$ cat src/rtl/i2s_pattern_gen.sv
// Multi-channel test-sample source for the I2S transmit path: table, ramp, LFSR or constant samples on a valid/ready stream.
// Optional build macro I2S_PATTERN_CHAN_TAG_EN replaces out_data[W-1:W-4] with the channel index.
module i2s_pattern_gen #(
    parameter int I2S_DATA_BIT_WIDTH = 24,
    parameter int CHANNELS = 2,
    parameter int DEPTH = 5,
    parameter int RAMP_STEP = 1,
    parameter logic [I2S_DATA_BIT_WIDTH-1:0] LFSR_TAPS = 24'hE10000,
    parameter logic [I2S_DATA_BIT_WIDTH-1:0] LFSR_SEED = 24'h000001,
    localparam int AW = $clog2(DEPTH),
    localparam int CW = $clog2((CHANNELS > 2) ? CHANNELS : 2)
) (
    input  logic                          clk,
    input  logic                          rst,
    input  logic                          en,
    input  logic [1:0]                    mode,
    input  logic [I2S_DATA_BIT_WIDTH-1:0] const_value,
    input  logic                          tbl_wr_en,
    input  logic [AW-1:0]                 tbl_wr_addr,
    input  logic [I2S_DATA_BIT_WIDTH-1:0] tbl_wr_data,
    output logic                          out_valid,
    input  logic                          out_ready,
    output logic [I2S_DATA_BIT_WIDTH-1:0] out_data,
    output logic [CW-1:0]                 out_chan,
    output logic                          out_last,
    output logic                          busy
);

    localparam int W = I2S_DATA_BIT_WIDTH;
    localparam logic [W-1:0] SEED = (LFSR_SEED == '0) ? W'(1) : LFSR_SEED;
    localparam logic [1:0] MODE_TABLE = 2'd0;
    localparam logic [1:0] MODE_RAMP  = 2'd1;
    localparam logic [1:0] MODE_LFSR  = 2'd2;

    typedef enum logic {IDLE, RUN} state_t;

    state_t        state_reg, state_next;
    logic [CW-1:0] chan_reg, chan_next;
    logic [AW-1:0] ptr_reg, ptr_next;
    logic [AW-1:0] frame_idx_reg, frame_idx_next;
    logic [W-1:0]  ramp_base_reg, ramp_base_next;
    logic [W-1:0]  lfsr_reg, lfsr_next;
    logic [1:0]    mode_reg, mode_next;
    logic          out_valid_reg, out_valid_next;
    logic [W-1:0]  out_data_reg, out_data_next;
    logic          out_last_reg, out_last_next;
    logic [W-1:0]  tbl_mem_reg [DEPTH];

    logic          transfer;
    logic          load;
    logic [CW-1:0] load_chan;
    logic [AW-1:0] load_ptr;
    logic [W-1:0]  pattern;

    assign transfer  = out_valid_reg && out_ready;
    assign out_valid = out_valid_reg;
    assign out_data  = out_data_reg;
    assign out_chan  = chan_reg;
    assign out_last  = out_last_reg;
    assign busy      = out_valid_reg || (state_reg == RUN);

    always_comb begin
        state_next     = state_reg;
        chan_next      = chan_reg;
        ptr_next       = ptr_reg;
        frame_idx_next = frame_idx_reg;
        ramp_base_next = ramp_base_reg;
        lfsr_next      = lfsr_reg;
        mode_next      = mode_reg;
        out_valid_next = out_valid_reg;
        out_data_next  = out_data_reg;
        out_last_next  = out_last_reg;
        load           = 1'b0;
        load_chan      = '0;
        load_ptr       = ptr_reg;
        pattern        = '0;

        // The LFSR steps on every accepted LFSR beat so the following load sees the new state.
        if (transfer && (mode_reg == MODE_LFSR)) begin
            lfsr_next = {lfsr_reg[W-2:0], ^(lfsr_reg & LFSR_TAPS)};
        end

        case (state_reg)
            IDLE: begin
                if (en) begin
                    load       = 1'b1;
                    load_ptr   = frame_idx_reg;
                    mode_next  = mode;
                    state_next = RUN;
                end
            end
            RUN: begin
                if (transfer) begin
                    if (out_last_reg) begin
                        frame_idx_next = (frame_idx_reg == AW'(DEPTH - 1)) ? '0 : frame_idx_reg + 1'b1;
                        ramp_base_next = ramp_base_reg + W'(RAMP_STEP);
                        if (en) begin
                            load      = 1'b1;
                            load_ptr  = frame_idx_next;
                            mode_next = mode;
                        end else begin
                            out_valid_next = 1'b0;
                            state_next     = IDLE;
                        end
                    end else begin
                        load      = 1'b1;
                        load_chan = chan_reg + 1'b1;
                        load_ptr  = (ptr_reg == AW'(DEPTH - 1)) ? '0 : ptr_reg + 1'b1;
                    end
                end
            end
            default: state_next = IDLE;
        endcase

        case (mode_next)
            MODE_TABLE: pattern = tbl_mem_reg[load_ptr];
            MODE_RAMP:  pattern = ramp_base_next + W'(load_chan);
            MODE_LFSR:  pattern = lfsr_next;
            default:    pattern = const_value;
        endcase

        if (load) begin
            out_valid_next = 1'b1;
            chan_next      = load_chan;
            ptr_next       = load_ptr;
            out_last_next  = (load_chan == CW'(CHANNELS - 1));
`ifdef I2S_PATTERN_CHAN_TAG_EN
            out_data_next  = {4'(load_chan), pattern[W-5:0]};
`else
            out_data_next  = pattern;
`endif
        end
    end

    always_ff @(posedge clk or negedge rst) begin
        if (!rst) begin
            state_reg     <= IDLE;
            chan_reg      <= '0;
            ptr_reg       <= '0;
            frame_idx_reg <= '0;
            ramp_base_reg <= '0;
            lfsr_reg      <= SEED;
            mode_reg      <= MODE_TABLE;
            out_valid_reg <= 1'b0;
            out_data_reg  <= '0;
            out_last_reg  <= 1'b0;
            for (int i = 0; i < DEPTH; i++) begin
                tbl_mem_reg[i] <= '0;
            end
        end else begin
            state_reg     <= state_next;
            chan_reg      <= chan_next;
            ptr_reg       <= ptr_next;
            frame_idx_reg <= frame_idx_next;
            ramp_base_reg <= ramp_base_next;
            lfsr_reg      <= lfsr_next;
            mode_reg      <= mode_next;
            out_valid_reg <= out_valid_next;
            out_data_reg  <= out_data_next;
            out_last_reg  <= out_last_next;
            // A beat loaded on this same edge already read the old entry.
            if (tbl_wr_en && (int'(tbl_wr_addr) < DEPTH)) begin
                tbl_mem_reg[tbl_wr_addr] <= tbl_wr_data;
            end
        end
    end

endmodule

$ cat config.mk
export PLATFORM = sky130hd
export DESIGN_NAME = i2s_pattern_gen
export DESIGN_NICKNAME = d
export VERILOG_FILES = /design/src/rtl/i2s_pattern_gen.sv
export SDC_FILE = /design/constraint.sdc
export NUM_CORES = 1
export LEC_CHECK = 0
export CORE_ASPECT_RATIO = 0.7
export CORE_MARGIN = 2
export CORE_UTILIZATION = 40
export DETAILED_ROUTE_END_ITERATION = 10
export MAX_ROUTING_LAYER = met4
export PLACE_DENSITY = 0.59
export SLEW_MARGIN = 20
export SYNTH_ARGS = -nofsm -noshare
export SYNTH_HDL_FRONTEND = slang
export SYNTH_SLANG_ARGS = --single-unit
$ cat constraint.sdc
create_clock -name clk -period 3.2 [get_ports clk]
set_input_delay 0.48 -clock clk [delete_from_list [all_inputs] [get_ports clk]]
set_output_delay 0.48 -clock clk [all_outputs]
set_load 0.02 [all_outputs]
Word level (Yosys, flattened, before mapping)
Cells that the tools add are included.
- input bits: 58
- bits in registers: 203
- output and inout bits: 28
- reductions and logical operators: 12
- equal/unequal tests: 6
- mux-type cells: 36
- bitwise gates (word level): 3
- order comparisons: 4
- add/subtract/negate cells: 5
- operators by type and width (cell ; number):
    $mux W24 ; 7
    $bwmux W120 ; 1
    $bmux W24 S3 ; 1
    $demux W24 S3 ; 1
    $pmux W24 S3 ; 1
    $add A24 B1 Y24 ; 1
    $add A24 B1 Y24 const B ; 1
    $reduce_xor A24 Y1 ; 1
    $mux W3 ; 6
    $mux W1 ; 12
    $ge A4 B4 Y1 const B ; 2
    $not A3 Y4 ; 2
    $add A3 B1 Y3 const B ; 2
    $eq A3 B3 Y1 const B ; 2
    $mux W2 ; 3
    $pmux W3 S2 ; 1
    $reduce_bool A2 Y1 ; 3
    $eq A2 B2 Y1 const B ; 2
    $logic_and A1 B1 Y1 ; 4
    $lt A4 B1 Y1 const B ; 1
    $pmux W1 S2 ; 2
    $pmux W2 S2 ; 1
    $reduce_and A4 Y1 ; 1
    $lt A3 B3 Y1 const B ; 1
    other kinds (7) ; 7

Logic depth before layout (Yosys ltp)
Gate-level depths: netlist (run 1).
- word-level depth: 11
- gate-level depth with buffers: 14

Worst setup path after synthesis (run 1)
No wires, ideal clock.
- path kind: reg2reg
- start point: register out_last_reg (netlist: out_last)
- end point: register out_data_reg[20] (netlist: out_data[20])
- arrival: 3.289 ns
- stages on the path, launching flop included: 14
- slack: -0.217 ns
- cell sequence: dfrtp_1 buf_2 nand4_1 clkbuf_1 xnor2_1 ha_1 ha_1 o21ai_1 or4b_1 buf_2 or3_4 or4_1 nand3_1 a31oi_1
- elaborated cells on any way between the ends: 25
- RTL lines (item ; line ; text):
    start, declared ; 46 ; logic out_last_reg, out_last_next;
    start signal, assigned ; 160 ; out_last_reg <= out_last_next;
    $mux W24 ; 94 ; if (out_last_reg) begin
    $mux W24 ; 93 ; if (transfer) begin
    $mux W24 ; 83 ; case (state_reg)
    via ramp_base_next[0] ; 41 ; logic [W-1:0] ramp_base_reg, ramp_base_next;
    $add A24 B1 Y24 ; 117 ; MODE_RAMP: pattern = ramp_base_next + W'(load_chan);
    $pmux W24 S3 ; 115 ; case (mode_next)
    end signal, assigned ; 159 ; out_data_reg <= out_data_next;
    end, declared ; 45 ; logic [W-1:0] out_data_reg, out_data_next;
The timed path passes the listed nets, and every way through them passes these cells. The select of a mux whose other input is x is not followed.
A chain may end at the register's enable or synchronous reset.

Worst setup path after layout (run 1)
- start point: input port out_ready
- end point: register out_data_reg[20] (netlist: out_data[20])
- elaborated cells on any way between the ends: 22
- RTL lines (item ; line ; text):
    start, declared ; 22 ; input logic out_ready,
    $logic_and A1 B1 Y1 ; 55 ; assign transfer = out_valid_reg && out_ready;
    $mux W24 ; 93 ;
    $mux W24 ; 83 ;
    via ramp_base_next[1] ; 41 ;
    $add A24 B1 Y24 ; 117 ;
    $pmux W24 S3 ; 115 ;
The timed path passes the listed nets, and every way through them passes these cells. The select of a mux whose other input is x is not followed.

==> load_flow_metrics.sql, run 1 <==
INSERT INTO impl_metrics (metric_group, metric, value, unit) VALUES
('outcome', 'outcome', 'complete, no violations', ''),
('placement', 'post_dp_cell_area', '12200', 'um2'),
('sta', 'max_slew.worst_pin.slew', '0.756', 'ns'),
('sta', 'timing.final.crit_share', '94.2', '%'),
('logic_synthesis', 'synth_largest_area_cell', 'dfrtp_1', ''),
('routing', 'routedWlPerCell', '20.3', 'um'),
('critical_path', 'critical_path.max_fanout', '4', ''),
('critical_path', 'setup.worst_path.class', 'input port to flop', ''),
('clocking', 'ctsRootBufferMaster', 'clkbuf_16', ''),
('routing', 'ant_nets', '0', ''),
('critical_path', 'cp-startpoint', 'out_ready', ''),
('logic_synthesis', 'synth_async_sr_flop_share', '100', '%'),
('routing', 'num_vias', '7680', ''),
('clocking', 'cts-buffers-inserted', '21', ''),
('die', 'die_area', '26900', 'um2'),
('die', 'number_of_rows_in_the_core_area', '48', ''),
('sta', 'finalClockSkew', '0.00785', 'ns'),
('clocking', 'clock_path_buffers', '3', ''),
('critical_path', 'r2r_slack', '0.22', 'ns'),
('placement', 'io_buffer_count', '85', ''),
('logic_synthesis', 'synth_nets', '950', ''),
('routing', 'detailedRoute.firstIterationViolations', '478', ''),
('critical_path', 'worst_setup_path_endpoint', 'out_data[20]$_DFFE_PN0P_', ''),
('logic_synthesis', 'synthesis.area', '10200', 'um2'),
('logic_synthesis', 'netlist_top_cells_area', 'dfrtp_1, mux2_2, mux4_2', ''),
('critical_path', 'crit_top_cell', 'nand2_1', ''),
('clocking', 'cts_max_level', '1', ''),
('sta', 'timing.max_slew.rel_slack', '49.6', '%'),
('clocking', 'numClockSinks', '203', ''),
('finish', 'regArea', '5080', 'um2'),
('critical_path', 'reg2regPathDepth', '10', ''),
('finish', 'finish.utilization', '51.8', '%'),
('die', 'die-height', '138', 'um'),
('critical_path', 'crit_arrival', '3.39', 'ns'),
('critical_path', 'cpMaxStageDelayCell', 'or4b_4', ''),
('critical_path', 'critPathLaunchType', 'input port', ''),
('critical_path', 'cp_cell_sequence', 'clkdlybuf4s50_1 > buf_4 > and4_1 > nand2_1 > nand2_1 > ha_4 > o21ai_2 > or4b_4 > or3_4 > or4_1 > nand3_1 > a31oi_1', ''),
('critical_path', 'worstReg2RegEnd', 'out_data[20]$_DFFE_PN0P_', ''),
('sta', 'finalHoldViolCount', '0', ''),
('sta', 'rsz0062_at_grt', 'no', ''),
('power_and_ir_drop', 'power_density', '675', 'nW/um2'),
('global_routing', 'grt_use_total', '22.0', '%'),
('logic_synthesis', 'synth_cell_type_count', '71', ''),
('logic_synthesis', 'syn-mean-instance-area', '11.6', 'um2'),
('routing', 'vias_per_cell', '5.57', ''),
('finish', 'num-nets-final', '1106', ''),
('finish', 'fillerInstances', '2213', ''),
('finish', 'mostFrequentLayoutCells', 'dfrtp_1, mux2_2, buf_4, clkdlybuf4s50_1, nand2_1', ''),
('power_and_ir_drop', 'static-leakage-power', '5.43', 'nW'),
('sta', 'final.min_clock_period', '3.01', 'ns'),
('global_routing', 'grt_max_degree', '80', ''),
('clocking', 'tritoncts_clock_tree', 'yes', ''),
('finish', 'antenna_cells', '0', ''),
('finish', 'layout_commonest_cell', 'dfrtp_1', ''),
('routing', 'drcViolationCount', '0', ''),
('die', 'io_pins', '86', ''),
('finish', 'fin_area', '12900', 'um2'),
('job', 'drv.max_cap_violation_count', '0', ''),
('die', 'fp.coreArea', '24900', 'um2'),
('die', 'die_w', '195', 'um'),
('min_path', 'hold_path.class', 'flop to flop', ''),
('clocking', 'worstSkewPairLatency', '0.50', 'ns'),
('clocking', 'clk_pin_slew', '0.06', 'ns'),
('critical_path', 'endpoint_kind', 'flop', ''),
('sta', 'finalMaxSlewViolations', '0', ''),
('die', 'initial_cell_density_of_the_core', '41.1', '%'),
('sta', 'max_freq', '0.332', 'GHz'),
('global_routing', 'grt_pass1_wl', '44700', 'um'),
('routing', 'drt-pass1-iter-count', '5', ''),
('logic_synthesis', 'yosys_most_used_dff', 'dfrtp_1', ''),
('power_and_ir_drop', 'vdd_ir_drop_max', '0.371', 'mV');
==> area by class of cell <==
cell class | count | share of cell area [%]
tap | 325 | 3.16
clock inverter | 7 | 0.515
multi-input combinational | 606 | 38.0
inverter | 20 | 0.583
sequential | 203 | 39.5
timing repair buffer | 189 | 13.6
clock buffer | 28 | 4.68
==> worst min-delay path by stage <==
stage	start	to	depth (start not counted)
2_1_floorplan	rst	frame_idx_reg[0]$_DFFE_PN0P_	0
3_3_place_gp	out_data[2]$_DFFE_PN0P_	out_data[2]$_DFFE_PN0P_	2
3_5_place_dp	out_data[2]$_DFFE_PN0P_	out_data[2]$_DFFE_PN0P_	2
4_1_cts	out_data[2]$_DFFE_PN0P_	out_data[2]$_DFFE_PN0P_	2
5_1_grt	ramp_base_reg[23]$_DFF_PN0_	ramp_base_reg[23]$_DFF_PN0_	1
6_report	out_data[2]$_DFFE_PN0P_	out_data[2]$_DFFE_PN0P_	2
==> where the power goes <==
group | internal [mW] | leakage [nW] | switching, mW | total (mW)
Sequential | 3.10 | 2.52 | 0.334 | 3.44
Clock | 1.40 | 0.332 | 1.03 | 2.43
Combinational | 1.47 | 2.58 | 1.35 | 2.82
Total | 5.97 | 5.43 | 2.72 | 8.68
==> Yosys cell counts (12+ instances only) <==
master	count
nor2_1	42
nand3_1	21
a31oi_1	12
a21oi_1	36
nand4_1	13
a221oi_1	14
buf_2	12
nand2_1	63
dfrtp_1	202
inv_1	19
or3_1	15
mux2_2	143
clkbuf_1	35
o21ai_0	54
mux4_2	20
xor2_1	15
nor3_1	12
xnor2_1	23
==> critical path, delay by kind of cell <==
| family | cells | cell delay [ns] |
|---|---|---|
| AND/OR/NAND/NOR | 7 | 1.96 |
| buffers and inverters | 2 | 0.67 |
| adder cells (fa/ha/maj) | 1 | 0.16 |
| AO/OA/AOI/OAI | 2 | 0.14 |
==> cell families after synthesis <==
kind of cell | synth area share [%]
AO/OA/AOI/OAI | 10.6
XOR/XNOR | 3.26
adder cells (fa/ha/maj) | 0.857
buffers and inverters | 3.27
flip-flops | 49.7
multiplexers | 21.0
AND/OR/NAND/NOR | 11.3
==> what timing repair did <==
item	in CTS	in global routing
resized for setup	0	3
hold buffers	1	0
hold endpoints to repair	15	0
setup buffers	0	1
endpoints found under the setup margin	0	5
==> metal layers <==
| layer | track usage (%) | up-vias | share of wire (%) |
|---|---|---|---|
| li1 | - | 3569 | - |
| met1 | 31.2 | 3904 | 49 |
| met2 | 33.7 | 178 | 44 |
| met3 | 3.67 | 29 | 4.7 |
| met4 | 3.90 | 0 | 1.6 |
| met5 | - | - | 0 |
==> per-stage QoR <==
stage / worst slack [ns] / hold WS [ns] / TNS (ns) / instances / power (mW)
2_1_floorplan: -0.0240 / 0.184 / -0.0240 / 885 / 5.04
3_3_place_gp: -0.391 / 0.470 / -3.25 / 1341 / 6.27
3_5_place_dp: -0.455 / 0.483 / -4.34 / 1341 / 6.31
4_1_cts: 0.0592 / 0.497 / 0 / 1377 / 8.76
5_1_grt: 0.0305 / 0.511 / 0 / 1378 / 9.14
6_report: 0.186 / 0.489 / 0 / 1378 / 8.68
(Power assumes the default switching activity.)
==> run 2, diff against run 1 <==
Settings changed: CTS_CLUSTER_DIAMETER set to 200.
==> results of run 2 <==
Final layout, timing and power as in run 1 (identical DEF).
==> run 3, diff against run 2 <==
Settings changed: CAP_MARGIN set to 20, PLACE_DENSITY 0.59 to 0.57.
Clock period 3.2 ns to 3.4 ns, I/O delays scaled along.
==> load_flow_metrics.sql, run 3 (same netlist as run 1, synthesis figures left out) <==
INSERT INTO impl_metrics (metric_group, metric, value, unit) VALUES
('clocking', 'clk_pin_slew', '0.06', 'ns'),
('finish', 'syn2layout_area_growth', '24.7', '%'),
('sta', 'finalMaxSlewViolations', '0', ''),
('routing', 'drcViolationCount', '0', ''),
('critical_path', 'critical-path-max-stage-delay', '0.59', 'ns'),
('routing', 'ant_nets', '0', ''),
('power_and_ir_drop', 'p_sw_share', '31.1', '%'),
('routing', 'num_vias', '7506', ''),
('sta', 'timing.max_slew.rel_slack', '29.2', '%'),
('critical_path', 'setup.worst_path.class', 'input port to flop', ''),
('die', 'die_area', '26900', 'um2'),
('sta', 'post-route-worst-setup-slack', '0.268', 'ns'),
('clocking', 'cts_max_level', '1', ''),
('global_routing', 'initial_antenna_violation_count', '0', ''),
('power_and_ir_drop', 'seq_power_share', '38.9', '%'),
('power_and_ir_drop', 'internal_power', '5.72', 'mW'),
('finish', 'fillerInstances', '2235', ''),
('clocking', 'postCtsResizedCells', '0', ''),
('global_routing', 'grt_max_degree', '79', ''),
('clocking', 'cts-buffers-inserted', '21', ''),
('die', 'fp.coreArea', '24900', 'um2'),
('placement', 'io_buffer_count', '85', ''),
('clocking', 'cts_setup_buffers', '0', ''),
('placement', 'dp_slack', '-0.253', 'ns'),
('global_routing', 'sum_of_overflow_across_all_layers_after_global_routing', '0', ''),
('finish', 'num-nets-final', '1090', ''),
('die', 'io_pins', '86', ''),
('global_routing', 'grt_pass1_wl', '43400', 'um'),
('outcome', 'outcome', 'complete, no violations', ''),
('critical_path', 'path_delay_family', 'simple AND/OR/NAND/NOR gates', ''),
('die', 'die-height', '138', 'um'),
('power_and_ir_drop', 'vdd_ir_drop_max', '0.364', 'mV'),
('job', 'drv.max_cap_violation_count', '0', ''),
('power_and_ir_drop', 'static-leakage-power', '5.37', 'nW'),
('routing', 'vias_per_cell', '5.50', ''),
('die', 'initial_cell_density_of_the_core', '41.1', '%'),
('routing', 'routed_wirelength', '27600', 'um'),
('routing', 'detailedRoute.firstIterationViolations', '451', ''),
('clocking', 'ctsHoldBuffers', '0', ''),
('finish', 'final_layout_size_suffix_gt1_share', '29.5', '%'),
('clocking', 'tritoncts_clock_tree', 'yes', ''),
('clocking', 'ctsRootBufferMaster', 'clkbuf_16', ''),
('critical_path', 'critical_path.max_fanout', '4', ''),
('clocking', 'worstSkewPairLatency', '0.51', 'ns'),
('finish', 'layout_commonest_cell', 'dfrtp_1', ''),
('critical_path', 'crit_arrival', '3.51', 'ns'),
('sta', 'setup_viol_count_final', '0', ''),
('sta', 'max_freq', '0.319', 'GHz'),
('critical_path', 'critPathLaunchType', 'input port', ''),
('power_and_ir_drop', 'switching_power', '2.58', 'mW'),
('critical_path', 'cp_cell_sequence', 'clkdlybuf4s50_1 > nand2_1 > nor3b_1 > ha_1 > ha_1 > o21ai_1 > or4b_1 > or3_4 > or4_1 > nand3_1 > a31oi_1', ''),
('clocking', 'clock_path_buffers', '3', ''),
('sta', 'rsz0062_at_grt', 'no', ''),
('min_path', 'hold_path.class', 'input port to async pin', ''),
('sta', 'timing.final.crit_share', '92.1', '%'),
('critical_path', 'crit_top_cell', 'ha_1', ''),
('power_and_ir_drop', 'logic_pwr_share', '32.5', '%'),
('global_routing', 'grt_use_total', '21.5', '%'),
('placement', 'place.gp.congestion', '0.964', ''),
('sta', 'finalHoldViolCount', '0', ''),
('clocking', 'numClockSinks', '203', ''),
('routing', 'drt-pass1-iter-count', '5', ''),
('finish', 'mostFrequentLayoutCells', 'dfrtp_1, mux2_2, clkdlybuf4s50_1, buf_4, nand2_1', ''),
('sta', 'max_slew.worst_pin.slew', '1.06', 'ns'),
('sta', 'finalClockSkew', '0.0197', 'ns'),
('critical_path', 'crit_required', '3.77', 'ns'),
('critical_path', 'cpMaxStageDelayCell', 'or4b_1', ''),
('power_and_ir_drop', 'power_density', '651', 'nW/um2'),
('routing', 'routedWlPerCell', '20.2', 'um'),
('die', 'die_w', '195', 'um'),
('finish', 'antenna_cells', '0', ''),
('placement', 'place.detailed.hpwl', '19900', 'um'),
('global_routing', 'grt_pass1_vias', '7433', ''),
('die', 'number_of_rows_in_the_core_area', '48', ''),
('power_and_ir_drop', 'share_clk_of_total_power', '28.7', '%'),
('finish', 'flip_flop_count_of_the_largest_register_all_copies_and_words_added', '120', ''),
('sta', 'final.min_clock_period', '3.13', 'ns'),
('critical_path', 'endpoint_kind', 'flop', ''),
('critical_path', 'worst-path-buf-inv', '1', ''),
('sta', 'fin_tns_setup', '0', 'ns');
==> run 3: changes by cell type in the layout (fill, tap and decap cells not counted), moves of 2 or more <==
cell     change
buf_4       -15
dfrtp_1      +2
dfrtp_2      -2
ha_1         +2
==> run 3: routing by layer <==
layer | wire (um) | global-route usage, %
met4 | 365 | 3.82
met1 | 13900 | 31.7
met3 | 1250 | 2.96
met5 | 0 | -
met2 | 12100 | 32.1
==> run 3: stage by stage <==
step	hold WS [ns]	cell area [um2]	utilization [%]	power (mW)	cells
floorplan	0.214	10200	-	4.73	885
global placement	0.472	12000	48.4	5.94	1327
detailed placement	0.474	12000	48.4	5.98	1327
CTS	0.0821	12700	51.3	8.37	1365
global route	0.101	12700	51.3	8.75	1365
finish	0.0476	12700	51.3	8.30	1365
==> run 3: worst paths after layout <==
| kind | end | startpoint | slack, ns | cells after the start |
|---|---|---|---|---|
| max in group asynchronous | lfsr_reg[0]$_DFF_PN1_ | rst | 2.54 | 2 |
| hold reg to reg | out_data[3]$_DFFE_PN0P_ | out_data[3]$_DFFE_PN0P_ | 0.48 | 2 |
| min in group clk | out_data[3]$_DFFE_PN0P_ | out_data[3]$_DFFE_PN0P_ | 0.48 | 2 |
| setup / recovery | out_data[20]$_DFFE_PN0P_ | out_ready | 0.27 | 11 |
| hold / removal | ramp_base_reg[20]$_DFF_PN0_ | rst | 0.05 | 1 |
| setup reg to reg | out_data[19]$_DFFE_PN0P_ | ramp_base_reg[5]$_DFF_PN0_ | 0.34 | 8 |
==> run 3: layout make-up <==
cell class / instances / area (um2) / share of cell area, %
inverter: 20 / 75.1 / 0.589
tap: 325 / 407 / 3.19
clock buffer: 29 / 606 / 4.75
sequential: 203 / 5080 / 39.9
clock inverter: 9 / 101 / 0.795
timing repair buffer: 173 / 1630 / 12.8
multi-input combinational: 606 / 4850 / 38.0
==> run 3: power by group through the flow <==
stage               clock [mW]  sequential [mW]  combinational (mW)
detailed placement           0             3.27                2.71
finish                    2.38             3.23                2.69
CTS                       2.43             3.23                2.72
global placement             0             3.26                2.68
floorplan                    0             3.35                1.37
global route              2.55             3.29                2.91
==> run 3: worst register-to-register path: cells and delay by family, from the launching register on <==
kind            cells  cell delay, ns
simple gates        5            1.74
xor+xnor            1            0.24
flops               1            0.52
compound gates      2            0.46
